### config.mk
export PLATFORM = sky130hd
export DESIGN_NAME = num_entry
export DESIGN_NICKNAME = d
export VERILOG_FILES = /design/src/rtl/num_entry.sv
export SDC_FILE = /design/constraint.sdc
export NUM_CORES = 1
export LEC_CHECK = 0
export ABC_AREA = 1
export CORE_AREA = 4 4 58 81
export DETAILED_ROUTE_END_ITERATION = 16
export DIE_AREA = 0 0 62 85
export GPL_ROUTABILITY_DRIVEN = 1
export GPL_TIMING_DRIVEN = 0
export PLACE_DENSITY = 0.83
export SETUP_SLACK_MARGIN = 0.15
export SLEW_MARGIN = 40
export SYNTH_ARGS = -nofsm -noshare
export SYNTH_HDL_FRONTEND = slang
export SYNTH_SLANG_ARGS = --single-unit
export TNS_END_PERCENT = 5
### constraint.sdc
create_clock -name clk -period 6.5 [get_ports clk]
set_input_delay 0.65 -clock clk [delete_from_list [all_inputs] [get_ports clk]]
set_output_delay 0.65 -clock clk [all_outputs]
set_load 0.05 [all_outputs]
### src/rtl/num_entry.sv
// Push-button signed decimal entry: digit/sign/clear/enter strobes build an 8-bit two's-complement value.
// Latency: 1 cycle from strobe to entry/result/result_valid; all outputs come from registers.
// Backpressure: none; strobes are single-cycle pulses, and only the highest-priority strobe acts.
module num_entry #(
    parameter int MAX_DIGITS = 3
) (
    input  logic       clk,
    input  logic       rst_n,
    input  logic [3:0] digit_in,
    input  logic       digit_stb,
    input  logic       neg_stb,
    input  logic       clr_stb,
    input  logic       enter_stb,
    output logic [7:0] entry,
    output logic       entry_neg,
    output logic [1:0] ndigits,
    output logic [7:0] result,
    output logic       result_valid,
    output logic       err,
    output logic [1:0] state
);

    typedef enum logic [1:0] {
        S_IDLE  = 2'd0,
        S_ENTRY = 2'd1,
        S_DONE  = 2'd2,
        S_ERR   = 2'd3
    } state_t;

    localparam logic [2:0] MAXD = 3'(MAX_DIGITS);

    state_t     state_q, state_d;
    logic [7:0] mag_q, mag_d;
    logic       neg_q, neg_d;
    logic [1:0] ndig_q, ndig_d;
    logic [7:0] result_q, result_d;
    logic       rv_q, rv_d;
    logic       err_q, err_d;

    logic [7:0]  cur_val;
    logic [7:0]  base_mag;
    logic        base_neg;
    logic [1:0]  base_ndig;
    logic [11:0] cand;
    logic [11:0] limit;
    logic        lead0;
    logic        dig_ok;

    assign cur_val = neg_q ? (~mag_q + 8'd1) : mag_q;

    // A digit after a commit starts a fresh entry rather than extending the committed value.
    always_comb begin
        base_mag  = mag_q;
        base_neg  = neg_q;
        base_ndig = ndig_q;
        if (state_q == S_DONE) begin
            base_mag  = 8'd0;
            base_neg  = 1'b0;
            base_ndig = 2'd0;
        end
        cand   = (12'(base_mag) * 12'd10) + 12'(digit_in);
        limit  = base_neg ? 12'd128 : 12'd127;
        lead0  = (base_mag == 8'd0) && (digit_in == 4'd0);
        dig_ok = (digit_in <= 4'd9) && (cand <= limit)
                 && (lead0 || ({1'b0, base_ndig} < MAXD));
    end

    always_comb begin
        state_d  = state_q;
        mag_d    = mag_q;
        neg_d    = neg_q;
        ndig_d   = ndig_q;
        result_d = result_q;
        rv_d     = 1'b0;
        err_d    = err_q;

        if (clr_stb) begin
            state_d = S_IDLE;
            mag_d   = 8'd0;
            neg_d   = 1'b0;
            ndig_d  = 2'd0;
            err_d   = 1'b0;
        end else if (enter_stb) begin
            result_d = cur_val;
            rv_d     = 1'b1;
            state_d  = S_DONE;
        end else if (neg_stb) begin
            // -128 has no positive counterpart in 8 bits.
            if (neg_q && (mag_q == 8'd128)) begin
                err_d   = 1'b1;
                state_d = S_ERR;
            end else begin
                neg_d   = ~neg_q;
                state_d = S_ENTRY;
            end
        end else if (digit_stb) begin
            if (dig_ok) begin
                mag_d   = cand[7:0];
                neg_d   = base_neg;
                ndig_d  = lead0 ? base_ndig : base_ndig + 2'd1;
                state_d = S_ENTRY;
                if ((state_q == S_IDLE) || (state_q == S_DONE))
                    err_d = 1'b0;
            end else begin
                err_d   = 1'b1;
                state_d = S_ERR;
            end
        end
    end

    always_ff @(posedge clk or negedge rst_n) begin
        if (!rst_n) begin
            state_q  <= S_IDLE;
            mag_q    <= 8'd0;
            neg_q    <= 1'b0;
            ndig_q   <= 2'd0;
            result_q <= 8'd0;
            rv_q     <= 1'b0;
            err_q    <= 1'b0;
        end else begin
            state_q  <= state_d;
            mag_q    <= mag_d;
            neg_q    <= neg_d;
            ndig_q   <= ndig_d;
            result_q <= result_d;
            rv_q     <= rv_d;
            err_q    <= err_d;
        end
    end

    assign entry        = cur_val;
    assign entry_neg    = neg_q;
    assign ndigits      = ndig_q;
    assign result       = result_q;
    assign result_valid = rv_q;
    assign err          = err_q;
    assign state        = state_q;

endmodule

Yosys cells after proc, flatten, opt, wreduce, memory -nomap -nowiden

Index checks and enable logic that the tools add are counted.

Flip-flop bits (word level): 23
Bits of input ports: 10
Output and inout bits: 23

Add/subtract/negate cells: 3
Multipliers: 1
Magnitude comparators: 3
Equal/unequal tests: 7
Muxes and demuxes: 37
Bitwise logic cells: 3
Reductions and logical operators: 18

Operator list:

| operator                                          | number |
|---|---|
| 2-to-1 mux 8 bit                                  | 8 |
| 2-to-1 mux 2 bit                                  | 13 |
| 2-to-1 mux 1 bit                                  | 16 |
| adder 12 x 4 -> 12 bit                            | 1 |
| <= comparator 12 x 8 -> 1 bit                     | 1 |
| AND reduction 4 bit                               | 3 |
| multiplier 8 x 3 -> 11 bit, second input constant | 1 |
| adder 8 x 1 -> 8 bit, second input constant       | 1 |
| equality test 8 bit, second input constant        | 1 |
| zero test 8 bit                                   | 1 |
| NOT 8 bit                                         | 1 |
| nonzero test 3 bit                                | 2 |
| <= comparator 4 bit, second input constant        | 1 |
| logical AND 1 bit                                 | 4 |
| zero test 4 bit                                   | 1 |
| != test 4 x 3 -> 1 bit, second input constant     | 1 |
| nonzero test 2 bit                                | 2 |
| nonzero test 4 bit                                | 1 |
| != test 3 x 1 -> 1 bit, second input constant     | 1 |
| != test 3 bit, second input constant              | 1 |
| adder 2 x 1 -> 2 bit, second input constant       | 1 |
| equality test 2 bit, second input constant        | 1 |
| zero test 2 bit                                   | 1 |
| logical OR 1 bit                                  | 2 |
| other kinds (5)                                   | 6 |

Logic depth before layout (Yosys ltp)

Gate-level depths: netlist (run 1).

Word-level depth: 12
Depth in mapped cells: 31
Depth with buffers taken out: 30

Least setup slack after synthesis (run 1)

No wires, ideal clock.

Path kind: reg-to-reg
Start point: register state_q[0], in the netlist state[0]
End point: register ndig_q[0], in the netlist ndigits[0]
Library setup time: 119 ps
Data arrival time: 3780 ps
Required time: 6381 ps
Setup slack: 2600 ps
Cell stages (with the launch flop): 30
Period minus slack after synthesis: 3900 ps
Path through: dfrtp_1 -> inv_2 -> nand2_2 -> buf_6 -> inv_1 -> nor2_1 -> inv_1 -> nor2_1 -> nor2_1 -> ha_1 -> inv_1 -> fa_1 -> inv_1 -> nand3_1 -> nor2_1 -> a21oi_2 -> xnor2_1 -> inv_1 -> ha_1 -> nand2_1 -> nor2_1 -> nand4_1 -> nand2_1 -> inv_1 -> nor2_4 -> nand3_2 -> nand2_4 -> nand2_4 -> nand2_1 -> nand2_1

Longest elaborated chain between the ends: 10
Elaborated cells between the ends (all ways): 23
Classes of those cells: add/sub: 2; mul: 1; order compare: 2; eq/ne: 1; mux: 10; reduce/logical: 7

Ends and longest elaborated chain:

| element                                                        | line | RTL |
|---|---|---|
| from (decl)                                                    | 32   | `state_t state_q, state_d;` |
| from (signal assigned)                                         | 121  | `state_q <= state_d;` |
| equality test 2 bit (*)                                        | 56   | `if (state_q == S_DONE) begin` |
| branches (longest 9 deep; another with adder 12 x 4 -> 12 bit) | --   |  |
| to (signal assigned)                                           | 124  | `ndig_q <= ndig_d;` |
| to (decl)                                                      | 35   | `logic [1:0] ndig_q, ndig_d;` |

Every way passes the cells marked *. The select of a mux whose other input is x is not followed.
A chain may end at the register's enable or synchronous reset.

Worst setup path after layout (run 1)

Start point: register state_q[0], in the netlist state[0]
End point: register mag_q[0]

Longest elaborated chain between the ends: 9
Elaborated cells between the ends (all ways): 16
Classes of those cells: add/sub: 1; mul: 1; order compare: 2; eq/ne: 1; mux: 4; reduce/logical: 7

Ends and longest elaborated chain:

| element                           | line | RTL |
|---|---|---|
| equality test 2 bit (*)           | 56   |  |
| 2-to-1 mux 8 bit                  | 56   |  |
| multiplier 8 x 3 -> 11 bit        | 61   | `cand = (12'(base_mag) * 12'd10) + 12'(digit_in);` |
| adder 12 x 4 -> 12 bit            | 61   |  |
| <= comparator 12 x 8 -> 1 bit     | 64   | `dig_ok = (digit_in <= 4'd9) && (cand <= limit)` |
| logical AND 1 bit                 | 64   |  |
| logical AND 1 bit (*)             | 65   | `&& (lead0 \|\| ({1'b0, base_ndig} < MAXD));` |
| nonzero test 2 bit (no line) (*)  | --   |  |
| AND reduction 4 bit (no line) (*) | --   |  |
| to (signal assigned)              | 122  | `mag_q <= mag_d;` |
| to (decl)                         | 33   | `logic [7:0] mag_q, mag_d;` |

Every way passes the cells marked *; elsewhere a longest branch is shown, timed or not.

==> results.py, run 1 <==
metrics = {
    "synthesis": {
        "ys_seq_area_share_pct": 25.2,
        "synthDominantAreaCellType": "sky130_fd_sc_hd__dfrtp_1",
        "synthCells": 334,
        "synth_seq_cells": 23,
        "ys_async_sr_fraction_pct": 100,
        "mappedNetlistArea_um2": 2290,
        "simple_gate_portion_of_the_synthesized_area_pct": 41.3,
        "yosys.area_share.xor_xnor_pct": 3.45,
        "synth_mux_area_share_pct": 0,
        "synth.lib_cells_used.distinct": 34,
        "synth_top_area_share_pct": 25.2,
        "synth_edf_count": 0,
        "synth_top_flop_cell": "sky130_fd_sc_hd__dfrtp_1",
        "syn_area_per_cell_um2": 6.85,
        "syn_nets": 364,
        "library_cell_with_the_highest_instance_count_after_synthesis": "sky130_fd_sc_hd__nand2_1",
        "yosys.area_share.adder_pct": 11.3,
        "synth_compound_area_share_pct": 5.96,
        "synth_top_family_by_area": "simple AND/OR/NAND/NOR gates",
        "synthesis.yosys.warnings": 0,
        "yosys-top-cells-count": "90 x sky130_fd_sc_hd__nand2_1, 56 x sky130_fd_sc_hd__inv_1, 40 x sky130_fd_sc_hd__nor2_1, 23 x sky130_fd_sc_hd__dfrtp_1, 19 x sky130_fd_sc_hd__ha_1",
        "synth_top_cells_by_area": "sky130_fd_sc_hd__dfrtp_1 25%, sky130_fd_sc_hd__nand2_1 15%, sky130_fd_sc_hd__ha_1 10%, sky130_fd_sc_hd__inv_1 9.2%, sky130_fd_sc_hd__nor2_1 6.6%",
    },
    "pwr": {
        "power_switching_share_pct": 56.8,
        "combinationalPowerShare_pct": 74.2,
        "power_switching_w": 0.000758,
        "power.static_leakage_nw": 1.44,
        "power.internal_w": 0.000575,
        "vdd_ir_max_mv": 0.506,
        "p_clk_share_pct": 6.8,
        "power_frac_seq_pct": 19.0,
        "power.density_nw_per_um2": 495,
    },
    "route": {
        "drt_first_pass_iters": 4,
        "post_drt_via_cell_ratio": 5.19,
        "initialDrtViolationCount": 94,
        "routed_wire_length_per_instance_um": 12.7,
        "drt_drc_violations_left": 0,
        "postRouteWirelength_um": 5240,
        "final_antenna_net_count": 0,
        "num_vias": 2139,
    },
    "place": {
        "io_buffer_count": 31,
        "place.detailed.hpwl_um": 4260,
        "placedInstanceArea_um2": 2650,
        "detailedPlace.worstSlack_ps": 2360,
        "dp.cells": 408,
        "finalWeightedCongestion": 0.898,
    },
    "sta": {
        "maxSlewViolCount": 0,
        "achievable-frequency_mhz": 240,
        "grt_setup_unrepaired": "false",
        "post-route-worst-setup-slack_ps": 2340,
        "finalClockSkew_ps": 3.86,
        "final-hold-violation-count": 0,
        "post-route-min-period_ps": 4160,
        "slew-limit-headroom_pct": 58.3,
        "finalCritPeriodShare_pct": 64.1,
        "report.final.setup_viol": 0,
        "totalNegativeSetupSlack_ps": 0,
        "tightest_slew_ps": 622,
    },
    "outcome": {
        "outcome": "complete, no violations",
    },
    "finish": {
        "fillers": 345,
        "final-instance-count-excl-fill": 412,
        "finish.net_count": 400,
        "num_antenna_cells": 0,
        "final_design_area_no_fill_um2": 2690,
        "flow.area_growth_from_synthesis_pct": 17.7,
        "layout-drive-gt1-share_pct": 13.3,
    },
    "setup_path": {
        "crit_required_ps": 6660,
        "timing.setup.critical_path_class": "register to register",
        "end_kind": "register",
        "critical-path-max-stage-delay_ps": 450,
        "worstRegToRegCells": 30,
        "crit-reg2reg-launch": "state[0]",
        "reg2reg_to": "mag_q[0]",
        "worstPathMaxFanout": 10,
        "startpoint_type": "register",
        "cp_slowest_cell": "sky130_fd_sc_hd__fa_1",
        "cp_data_arrival_time_ps": 4320,
        "worst-r2r-setup-slack_ps": 2340,
    },
    "die": {
        "core_area_um2": 3950,
        "core.rowCount": 27,
        "fp.dieArea_um2": 5270,
        "initial_core_util_pct": 57.9,
        "ios": 33,
        "die-width_um": 62,
        "die_height_um": 85,
    },
    "clocking": {
        "cts-buffers-inserted": 3,
        "cts.root.buffer_cell": "sky130_fd_sc_hd__clkbuf_8",
        "cts_max_level": 1,
        "post_cts_resize_count": 0,
        "clkTransAtPathRegs_ps": 90,
        "tritoncts": "yes",
        "cts_setup_buffers": 0,
        "clkSinkCount": 23,
        "clock_insertion_delay_worst_skew_ps": 260,
        "cts_max_path_buffers": 2,
        "cts.hold.buffers_added": 0,
    },
    "grt": {
        "gr-total-overflow": 0,
        "initial_antenna_violation_count": 0,
        "grt_start_max_net_pins": 24,
        "first_global_vias": 2067,
        "grt_pass1_wl_um": 9030,
        "grtUsageTotal_pct": 21.5,
    },
    "hold_path": {
        "min-delay-path-class": "input pin to asynchronous set/reset pin",
    },
    "flow_run": {
        "max_cap_viols": 0,
    },
}
[layout make-up]
cell class | instances | area, um2 | area share [%]
repair buffers | 31 | 305 | 11.3
clock inverters | 1 | 5.00 | 0.186
well taps | 43 | 53.8 | 2.00
plain buffers | 8 | 72.6 | 2.70
flip-flops and latches | 23 | 576 | 21.4
inverters | 59 | 221 | 8.22
clock buffers | 3 | 41.3 | 1.53
multi-input cells | 244 | 1420 | 52.6
[metrics by stage]
stage	hold slack, ps	utilization, %	power (W)
3_3_place_gp	462	67.1	0.00122
3_5_place_dp	471	67.0	0.00124
5_1_grt	390	68.1	0.00145
6_report	341	68.1	0.00133
2_1_floorplan	354	-	0.000981
4_1_cts	368	68.1	0.00134
[worst max-delay path by stage]
stage,from,endpoint,slack (ps),depth (start not counted)
after detailed placement,state[0],mag_q[0],2360,30
after global routing,state[0],mag_q[5],1850,29
final,state[0],mag_q[0],2340,30
after floorplan,state[0],ndigits[0],2600,29
after CTS,state[0],mag_q[0],2330,30
after global placement,state[0],mag_q[6],2410,29
[metal layers]
layer  GRT usage, %  share of wire (%)
met4           8.69                2.4
met2           37.1                 52
met3          0.761                4.3
met1           26.8                 41
met5              0                  0
[state kept, by name (all words and copies together) (netlist names)]
register and cells:
state 2, entry_neg 1, ndigits 2, result_valid 1, result 8, err 1
mag_q 8
[cell families (layout without fill, tap and decap cells)]
kind of cell,after synthesis,count (layout)
adder cells (fa/ha/maj),20,20
AO/OA/AOI/OAI,25,25
AND/OR/NAND/NOR,190,190
XOR/XNOR,9,9
flip-flops,23,23
buffers and inverters,67,102
[cell usage in the layout, fill, tap and decap left out, types with 6 or more instances in the layout]
cell type / netlist / layout
sky130_fd_sc_hd__nand2_1: 90 / 90
sky130_fd_sc_hd__dfrtp_1: 23 / 23
sky130_fd_sc_hd__xor2_1: 8 / 8
sky130_fd_sc_hd__a21oi_1: 9 / 9
sky130_fd_sc_hd__inv_1: 56 / 56
sky130_fd_sc_hd__nor2_1: 40 / 40
sky130_fd_sc_hd__nand2_2: 7 / 7
sky130_fd_sc_hd__nor3_1: 7 / 7
sky130_fd_sc_hd__nand3_1: 14 / 14
sky130_fd_sc_hd__ha_1: 19 / 19
sky130_fd_sc_hd__o21ai_0: 6 / 6
sky130_fd_sc_hd__clkdlybuf4s50_1: 0 / 30
sky130_fd_sc_hd__nand3_2: 14 / 14
[worst max-delay path, delay by kind of cell, from the launching register on]
| kind | cells | cell delay, ps |
|---|---|---|
| compound gates | 1 | 80 |
| xor+xnor | 1 | 220 |
| fa+ha+maj | 3 | 960 |
| buf+inv | 8 | 740 |
| flops | 1 | 390 |
| simple gates | 17 | 1660 |
[power by group through the flow]
stage,Combinational [W],Clock (W),Sequential (W)
after floorplan,0.000615,0,0.000366
after global placement,0.000966,0,0.000253
after detailed placement,0.000987,0,0.000256
after CTS,0.000991,0.0000919,0.000253
after global routing,0.00109,0.0000998,0.000262
final,0.000989,0.0000904,0.000254
Power figures use the tool's default switching activity.
==> run 2, diff against run 1 <==
- CORE_AREA: 4 4 58 81 -> 4 4 60 84
- DIE_AREA: 0 0 62 85 -> 0 0 64 88
- PLACE_DENSITY: 0.83 -> 0.78
- clock period: 6.5 -> 4.1 ns (I/O delays scaled with it)
==> run 2 against run 1 <==
Against the previous run:
- combinational power rose by 99%
- routed wire length rose by 26%
- global-route usage fell by 0.10 points
- worst setup slack got worse by 2200 ps
- sequential share of layout area fell by 3.0 points
- non-clock buffer count rose by 23
- critical path type unchanged
- largest cell class unchanged
==> results.py, run 2 (synthesized netlist as in run 1, its figures left out) <==
metrics = {
    "clocking": {
        "cts.root.buffer_cell": "sky130_fd_sc_hd__clkbuf_8",
        "cts.hold.buffers_added": 0,
        "cts_max_path_buffers": 2,
        "tritoncts": "yes",
        "cts_max_level": 1,
        "clock_insertion_delay_worst_skew_ps": 280,
        "clkTransAtPathRegs_ps": 90,
        "cts-buffers-inserted": 3,
        "clkSinkCount": 23,
    },
    "finish": {
        "final_core_util_pct": 74.0,
        "flow.area_growth_from_synthesis_pct": 37.1,
        "fillers": 323,
        "finish.net_count": 424,
        "layout_common_cells": "82 x sky130_fd_sc_hd__nand2_1, 49 x sky130_fd_sc_hd__inv_1, 31 x sky130_fd_sc_hd__nor2_1, 30 x sky130_fd_sc_hd__clkdlybuf4s50_1, 23 x sky130_fd_sc_hd__dfrtp_1",
        "num_antenna_cells": 0,
        "layout-drive-gt1-share_pct": 27.2,
        "area_used_by_multi_input_combinational_logic_um2": 1640,
        "most_common_cell_after_layout_fill_and_taps_aside": "sky130_fd_sc_hd__nand2_1",
        "final-instance-count-excl-fill": 453,
        "seqCellArea_um2": 576,
    },
    "sta": {
        "grt_setup_unrepaired": "true",
        "finalCritPeriodShare_pct": 96.3,
        "post-route-worst-setup-slack_ps": 151,
        "report.final.setup_viol": 0,
        "maxSlewViolCount": 0,
        "tightest_slew_ps": 785,
        "finalClockSkew_ps": 7.97,
        "final-hold-violation-count": 0,
        "final.hold.worst_slack_ps": 103,
        "post-route-min-period_ps": 3950,
        "achievable-frequency_mhz": 253,
        "slew-limit-headroom_pct": 47.5,
    },
    "die": {
        "core.rowCount": 28,
        "die_height_um": 88,
        "initial_core_util_pct": 54.0,
        "ios": 33,
        "die-width_um": 64,
        "fp.dieArea_um2": 5630,
        "core_area_um2": 4240,
    },
    "route": {
        "final_antenna_net_count": 0,
        "drt_drc_violations_left": 0,
        "initialDrtViolationCount": 151,
        "postRouteWirelength_um": 6610,
        "num_vias": 2436,
        "routed_wire_length_per_instance_um": 14.6,
        "drt_first_pass_iters": 5,
        "post_drt_via_cell_ratio": 5.38,
    },
    "grt": {
        "initial_antenna_violation_count": 0,
        "grtUsageTotal_pct": 21.4,
        "grt_pass1_wl_um": 9670,
        "grt_start_max_net_pins": 24,
        "first_global_vias": 2226,
        "gr-total-overflow": 0,
    },
    "place": {
        "finalWeightedCongestion": 0.886,
        "dp.cells": 425,
        "io_buffer_count": 31,
        "detailedPlace.worstSlack_ps": -33.1,
        "place.detailed.hpwl_um": 4410,
    },
    "setup_path": {
        "crit_required_ps": 4320,
        "end_kind": "register",
        "critical-path-max-stage-delay_ps": 480,
        "most_frequent_cp_cell": "sky130_fd_sc_hd__inv_2",
        "cp_slowest_cell": "sky130_fd_sc_hd__fa_1",
        "worstPathMaxFanout": 5,
        "timing.setup.critical_path_class": "register to register",
        "startpoint_type": "register",
        "cp_data_arrival_time_ps": 4170,
    },
    "outcome": {
        "outcome": "complete, no violations",
    },
    "flow_run": {
        "max_cap_viols": 0,
    },
    "pwr": {
        "power.static_leakage_nw": 1.57,
        "vdd_ir_max_mv": 0.407,
        "power.density_nw_per_um2": 804,
    },
    "hold_path": {
        "min-delay-path-class": "input pin to asynchronous set/reset pin",
    },
}
run 2: cell types whose count changed in the layout (fill, tap and decap cells not counted), sizes merged:
cell / change
buf: +22
clkbuf: +2
clkinv: -1
nand2: +1
inv: -1
clkinvlp: +1
run 2: routing by layer:
| metal | vias to the layer above | global-route usage [%] | share of wire (%) |
|---|---|---|---|
| met3 | 33 | 1.54 | 5.1 |
| met5 | - | 0 | 0 |
| met2 | 129 | 40.2 | 51 |
| li1 | 1160 | - | - |
| met4 | 0 | 12.6 | 5.0 |
| met1 | 1114 | 23.3 | 39 |
run 2: final cells by class:
type,count,share of cell area (%)
repair buffers,54,16.0
clock buffers,4,1.44
plain buffers,8,2.43
multi-input cells,245,52.2
well taps,60,2.39
inverters,59,7.18
flip-flops and latches,23,18.3
run 2: worst paths after layout:
check / from / endpoint / slack (ps) / cells past startpoint
max in group asynchronous: rst_n / mag_q[5] / 3640 / 1
hold / removal: rst_n / state[1] / 100 / 1
setup reg to reg: state[1] / ndigits[1] / 150 / 27
min in group clk: result[5] / result[5] / 480 / 2
hold reg to reg: result[5] / result[5] / 480 / 2
setup / recovery: state[1] / ndigits[1] / 150 / 27
run 2: power breakdown:
part	switching, W	internal (W)
combinational	0.00124	0.000725
clock	0.0000804	0.0000697
sequential	0.0000914	0.000314
total	0.00141	0.00111
run 2: stage by stage:
stage                     cell area [um2]  total power, W  setup TNS (ps)
after detailed placement             2670         0.00197            -212
after floorplan                      2290         0.00156               0
after global placement               2670         0.00194           -48.9
after CTS                            2800         0.00217               0
after global routing                 3140         0.00269            -388
final                                3140         0.00252               0
run 2: worst max-delay path: cells and delay by family, from the launching register on:
kind | cells | cell delay, ps
AOI/OAI and AO/OA | 1 | 80
xor gates and xnor gates | 1 | 220
adders and majority gates | 3 | 950
buffers and inverters | 8 | 840
and+or+nand+nor | 14 | 1360
DFF | 1 | 420
run 2: what timing repair did:
| action | 4_1_cts | 5_1_grt |
|---|---|---|
| pin swaps | 2 | 25 |
| setup endpoints to repair | 13 | 13 |
| cloned | 0 | 2 |
| setup buffers | 7 | 15 |
| gates resized for setup | 7 | 46 |
==> run 3, diff against run 2 <==
- CTS_CLUSTER_DIAMETER: not set -> 50
==> results of run 3 <==
The final DEF is identical to that of run 2; final timing and power are the same.
